===== src/rtl/onehot_encoder_seq_pkg.sv =====
// Shared definitions for the sequential one-hot/multi-hot to index encoder.
// Holds the scan FSM state type, the default index and vector widths, and
// the group geometry of the two-level priority tree.
package onehot_encoder_seq_pkg;

    localparam int IN   = 10;          // index width
    localparam int OUT  = 1 << IN;     // vector width (2**IN)
    localparam int G    = 32;          // bits per priority group
    localparam int NGRP = OUT / G;     // number of groups
    localparam int GW   = $clog2(G);   // in-group index width

    typedef enum logic {
        IDLE = 1'b0,
        SCAN = 1'b1
    } state_t;

endpackage


===== src/rtl/onehot_encoder_seq_if.sv =====
// Stream bundle between a vector producer and an index consumer.
//   vec/vec_valid/vec_ready : input vector stream
//   idx/idx_valid/idx_ready : output index stream, idx_last marks the final
//                             set bit of a vector
//   none                    : one-cycle pulse after an all-zero vector
// master = producer/consumer side, slave = encoder side.
interface onehot_encoder_seq_if;
    import onehot_encoder_seq_pkg::*;

    logic [OUT-1:0] vec;
    logic           vec_valid;
    logic           vec_ready;
    logic [IN-1:0]  idx;
    logic           idx_valid;
    logic           idx_ready;
    logic           idx_last;
    logic           none;

    modport master (
        output vec, vec_valid, idx_ready,
        input  vec_ready, idx, idx_valid, idx_last, none
    );

    modport slave (
        input  vec, vec_valid, idx_ready,
        output vec_ready, idx, idx_valid, idx_last, none
    );

endinterface


===== src/rtl/onehot_encoder_seq_prio_enc32.sv =====
// 32-bit lowest-first priority encoder.
//   din : input bits
//   idx : index of the lowest set bit (0 when din is zero)
//   any : din has at least one bit set
module prio_enc32 (
    input  logic [31:0] din,
    output logic [4:0]  idx,
    output logic        any
);

    always_comb begin
        idx = '0;
        // Walk downwards so the lowest set bit is the last one to win.
        for (int i = 31; i >= 0; i--) begin
            if (din[i]) begin
                idx = 5'(i);
            end
        end
        any = |din;
    end

endmodule


===== src/rtl/onehot_encoder_seq.sv =====
// Sequential encoder: accepts a 1024-bit vector and emits the index of each
// set bit, lowest first, one per cycle.
//   clk : clock, rising edge
//   rst : synchronous active-high reset
//   bus : stream bundle (slave side), see onehot_encoder_seq_if
// Outputs are decoded from the registered remainder and state only.
module onehot_encoder_seq
    import onehot_encoder_seq_pkg::*;
(
    input  logic                 clk,
    input  logic                 rst,
    onehot_encoder_seq_if.slave  bus
);

    state_t         state_reg, state_next;
    logic [OUT-1:0] rem_reg, rem_next;
    logic           none_reg, none_next;

    logic [GW-1:0]   grp_idx [NGRP];
    logic [NGRP-1:0] grp_any;
    logic [NGRP-1:0] grp_multi;     // group holds more than one set bit
    logic [OUT-1:0]  rem_clr;       // rem with its lowest set bit cleared
    logic [GW-1:0]   sel_grp;
    logic            any_set;
    logic            single_grp;
    logic            idx_last_int;

    // First level: one encoder per group, plus the per-group "lowest bit
    // cleared" value. Only the selected group actually loses a bit.
    generate
        for (genvar gi = 0; gi < NGRP; gi++) begin : g_grp
            logic [G-1:0] grp_bits;
            assign grp_bits = rem_reg[gi*G +: G];

            prio_enc32 u_pe (
                .din (grp_bits),
                .idx (grp_idx[gi]),
                .any (grp_any[gi])
            );

            assign grp_multi[gi]      = |(grp_bits & (grp_bits - G'(1)));
            assign rem_clr[gi*G +: G] = (sel_grp == GW'(gi))
                                      ? (grp_bits & (grp_bits - G'(1)))
                                      : grp_bits;
        end
    endgenerate

    // Second level: pick the lowest non-empty group.
    prio_enc32 u_grp_sel (
        .din (grp_any),
        .idx (sel_grp),
        .any (any_set)
    );

    // Exactly one bit remains when exactly one group is non-empty and that
    // group itself holds a single bit.
    assign single_grp   = ~|(grp_any & (grp_any - NGRP'(1)));
    assign idx_last_int = (state_reg == SCAN) && any_set && single_grp
                        && !grp_multi[sel_grp];

    // State register
    always_ff @(posedge clk) begin
        if (rst) begin
            state_reg <= IDLE;
            rem_reg   <= '0;
            none_reg  <= 1'b0;
        end else begin
            state_reg <= state_next;
            rem_reg   <= rem_next;
            none_reg  <= none_next;
        end
    end

    // Next-state logic
    always_comb begin
        state_next = state_reg;
        rem_next   = rem_reg;
        none_next  = 1'b0;
        case (state_reg)
            IDLE: begin
                if (bus.vec_valid) begin
                    rem_next = bus.vec;
                    if (|bus.vec) begin
                        state_next = SCAN;
                    end else begin
                        none_next = 1'b1;
                    end
                end
            end
            SCAN: begin
                if (bus.idx_ready) begin
                    rem_next = rem_clr;
                    if (idx_last_int) begin
                        state_next = IDLE;
                    end
                end
            end
            default: state_next = IDLE;
        endcase
    end

    // Output decode
    always_comb begin
        bus.vec_ready = (state_reg == IDLE);
        bus.idx_valid = (state_reg == SCAN);
        bus.idx       = {sel_grp, grp_idx[sel_grp]};
        bus.idx_last  = idx_last_int;
        bus.none      = none_reg;
    end

endmodule


===== src/flat_wrapper.sv =====
// flat-port wrapper written by rule: the top's interface ports become plain ports
module onehot_encoder_seq_flat import onehot_encoder_seq_pkg::*;
  (clk, rst, bus_vec, bus_vec_valid, bus_idx_ready, bus_vec_ready, bus_idx, bus_idx_valid, bus_idx_last, bus_none);
  onehot_encoder_seq_if bus_i ();
  input  logic clk;
  input  logic rst;
  input wire logic [$bits(bus_i.vec)-1:0] bus_vec;
  input wire logic [$bits(bus_i.vec_valid)-1:0] bus_vec_valid;
  input wire logic [$bits(bus_i.idx_ready)-1:0] bus_idx_ready;
  output wire logic [$bits(bus_i.vec_ready)-1:0] bus_vec_ready;
  output wire logic [$bits(bus_i.idx)-1:0] bus_idx;
  output wire logic [$bits(bus_i.idx_valid)-1:0] bus_idx_valid;
  output wire logic [$bits(bus_i.idx_last)-1:0] bus_idx_last;
  output wire logic [$bits(bus_i.none)-1:0] bus_none;
  assign bus_i.vec = bus_vec;
  assign bus_i.vec_valid = bus_vec_valid;
  assign bus_i.idx_ready = bus_idx_ready;
  assign bus_vec_ready = bus_i.vec_ready;
  assign bus_idx = bus_i.idx;
  assign bus_idx_valid = bus_i.idx_valid;
  assign bus_idx_last = bus_i.idx_last;
  assign bus_none = bus_i.none;
  onehot_encoder_seq u_core (.clk(clk), .rst(rst), .bus(bus_i));
endmodule

===== config.mk =====
export PLATFORM = sky130hd
export DESIGN_NAME = onehot_encoder_seq_flat
export DESIGN_NICKNAME = d
export VERILOG_FILES = /design/src/rtl/onehot_encoder_seq_pkg.sv /design/src/rtl/onehot_encoder_seq_if.sv /design/src/rtl/onehot_encoder_seq_prio_enc32.sv /design/src/rtl/onehot_encoder_seq.sv /design/src/flat_wrapper.sv
export SDC_FILE = /design/constraint.sdc
export NUM_CORES = 2
export LEC_CHECK = 0
export BUFFER_PORTS_ARGS = -buffer_cell sky130_fd_sc_hd__buf_2
export CAP_MARGIN = 20
export CORE_AREA = 2 2 400 402
export CTS_CLUSTER_DIAMETER = 50
export DETAILED_ROUTE_END_ITERATION = 10
export DIE_AREA = 0 0 402 404
export GPL_ROUTABILITY_DRIVEN = 1
export PLACE_DENSITY = 0.67
export SKIP_LAST_GASP = 1
export SLEW_MARGIN = 20
export SYNTH_ARGS = -nofsm -noshare
export SYNTH_HDL_FRONTEND = slang
export SYNTH_SLANG_ARGS = --single-unit

===== constraint.sdc =====
create_clock -name clk -period 10.05 [get_ports clk]
set_input_delay 1.005 -clock clk [delete_from_list [all_inputs] [get_ports clk]]
set_output_delay 1.005 -clock clk [all_outputs]
set_load 0.01 [all_outputs]

==> results.tsv <==
stage	metric	value	unit
setup_path	crit end category	output pin	
routing	WL final	363.8	mm
yosys	Synth Flop Type	dfxtp_1	
power	Cell Pwr Density	177.7	nW/um2
floorplan	die footprint	162400	um2
sta	Slew @ Worst Pin	1330	ps
min_path	Worst Hold Depth	3	
clock_network	setup bufs post-CTS	0	
routing	Wirelength per Cell	27.58	um
clock_network	clock insertion delay at the later pin of the skew report	830	ps
grt	initial antenna violation count	94	
grt	GR Util met3	10.26	%
yosys	share of the yosys chip area belonging to registers	29.25	%
run_status	outcome	completed	
sta	RSZ-0062 raised after global routing	no	
clock_network	clock sink count	1026	
setup_path	FF-to-FF End	u_core.rem_reg[214]	
routing	routed vias	87970	
yosys	asr flop ratio synth	0	%
clock_network	CTS hold repair buffers	0	
clock_network	total CTS buffers	157	
power	Static Leak	0.03064	uW
floorplan	# IOs	1042	
min_path	Worst Hold Class	input port to register	
grt	vias in the first global route	79470	
job	maxcap violations	0	
routing	antenna viol nets, final	0	
layout	final net count	11960	
floorplan	Std-Cell Core Area	157800	um2
placed_design	I/O Buffers	1041	
layout	Largest register FFs	1024	
sta	total negative setup slack	0	ps
clock_network	clock buffer depth	3	
min_path	WHS Endpoint	u_core.rem_reg[731]	
sta	period utilization	89.62	%
setup_path	worst-path fanout max	19	
sta	Slew Viols, Final	0	
floorplan	Chip Height	404	um
setup_path	Worst R2R Start	u_core.rem_reg[256]	
sta	min Tclk post-route	9007	ps
yosys	warnings from Yosys	0	
power	worst vdd ir	186.9	uV
min_path	Hold Startpoint	bus_vec[731]	
grt	M2 GR Usage	64.17	%
sta	Fin. Hold Viols	0	
sta	Max Freq	111.0	MHz
setup_path	R2R depth	12	
grt	Most Crowded Layer GR	met2	
yosys	count of cell types in the netlist	102	
clock_network	CTS tree	done	
setup_path	Worst Setup Path Type	register to output pin	
setup_path	Worst EP arrival	8000	ps
clock_network	H-tree depth	4	
floorplan	Std-Cell Rows	146	
setup_path	Startpoint Class	register	
yosys	cell count after synthesis	10400	
layout	commonest non-fill, non-tap cells in the layout	nor2_1 (1629), nand2_1 (1279), buf_2 (1041)	
placed_design	Final Wtd Congestion	1.036	
layout	area grow syn2layout	16.47	%
sta	max_slew headroom	10.56	%
grt	total global routing overflow	0	
floorplan	Initial Utilization	44.50	%
layout	commonest non-fill, non-tap cell in the layout	nor2_1	
clock_network	cts repair resizes	0	
routing	DRT Pass-1 Iters	9	
sta	Clock Skew	57.26	ps
clock_network	Clk pin slew, worst setup/hold paths	60	ps
yosys	syn nets	11430	
routing	1st-iter DRT viols	11960	
routing	DRC viols	0	
layout	final non-filler cell total	13190	
placed_design	DP Cell Count	12840	
grt	Global Route Usage Sum	42.36	%
yosys	Post-synth EDFFs	0	
grt	grt met1 use	53.12	%
placed_design	Post-DP HPWL	278.0	mm
yosys	Synth Register Bits	1026	
sta	Final setup viols	0	
setup_path	critical path required time	9050	ps
yosys	Mapped Area	70230	um2
layout	fraction of layout cells with a size suffix above 1	14.45	%
clock_network	Root Buffer	clkbuf_16	
grt	first-pass GRT wire length	525.3	mm
routing	vias per cell	6.670	
floorplan	die width	402	um
yosys	Mapped Avg Cell Area	6.753	um2
setup_path	flop-to-flop setup slack	3030	ps
grt	largest net degree at the start of global routing	206	
-- synth_stat cells (86+ instances only) --
cell	n	area, um2
a21oi_1	903	4519
nor3_1	291	1456
o21ai_0	773	3869
nor4_1	583	3647
clkbuf_1	688	2582
inv_1	223	837.1
dfxtp_1	1026	20540
a211oi_1	129	968.4
nor2_1	1630	6118
or4_1	88	660.6
maj3_1	94	940.9
o21ai_1	222	1111
a22oi_1	534	4009
a31oi_1	86	538.0
nand3_1	136	680.7
or3_1	112	700.7
nand2_1	1285	4823
o31ai_1	133	998.5
nand4_1	179	1120
a21o_1	100	750.7
-- report_power, final --
| part | internal [uW] | switching (uW) |
|---|---|---|
| Combinational | 1340 | 2550 |
| Sequential | 4330 | 501 |
| Clock | 3510 | 2300 |
| Total | 9180 | 5350 |
-- final cells by class --
type / count / area (um2)
fill: 16050 / 76030
sequential: 1026 / 20540
tap: 2072 / 2592
timing repair buffer: 1154 / 6181
multi-input combinational: 8361 / 45990
antenna: 59 / 147.6
clock buffer: 202 / 4413
clock inverter: 88 / 1069
inverter: 228 / 864.6
-- through the flow --
| step | hold slack, ps | utilization (%) | setup WS [ps] | total power, uW | area (um2) |
|---|---|---|---|---|---|
| after floorplan | 469.4 | - | 5072 | 7112 | 70230 |
| after global placement | 494.0 | 48.15 | 2274 | 8622 | 75990 |
| after detailed placement | 503.0 | 48.20 | 2190 | 8639 | 76070 |
| after CTS | 393.6 | 51.67 | 1305 | 14410 | 81550 |
| after global routing | 433.7 | 51.79 | 837.3 | 15060 | 81730 |
| final | 435.1 | 51.83 | 1043 | 14530 | 81800 |
-- cells by family after synthesis --
kind of cell	share of synthesized area (%)
adders and majority gates	1.356
and+or+nand+nor	30.62
DFF	29.25
muxes	0.3937
buffers and inverters	5.592
AOI/OAI and AO/OA	32.79
-- worst max path at each step --
stage | cells past startpoint | to | from
after floorplan | 14 | bus_idx_last | u_core.rem_reg[32]
after global placement | 14 | bus_idx[1] | u_core.rem_reg[256]
after detailed placement | 14 | bus_idx[1] | u_core.rem_reg[256]
after CTS | 14 | bus_idx[1] | u_core.rem_reg[256]
after global routing | 16 | bus_idx[4] | u_core.rem_reg[548]
final | 16 | bus_idx[4] | u_core.rem_reg[548]
-- per-layer routing --
layer / vias up / share of wire, %
li1: 39800 / -
met4: 46 / 7.5
met3: 1097 / 11
met1: 41830 / 38
met2: 5201 / 43
met5: - / 0.078
-- worst max-delay path, stage by stage, from the launching register on --
cell and delay, ps:
dfxtp_1 370, nor4_1 810, nand4_1 660, nor2_1 890, o31ai_1 230, a211oi_2 550, o21a_1 300, o21ai_4 80
buf_4 320, o21ai_2 180, buf_4 380, inv_2 400, nor3b_1 570, o311a_1 280, o21ai_0 200, a22oi_1 670
buf_2 270
Note: power is estimated with default switching activity, not from simulation.
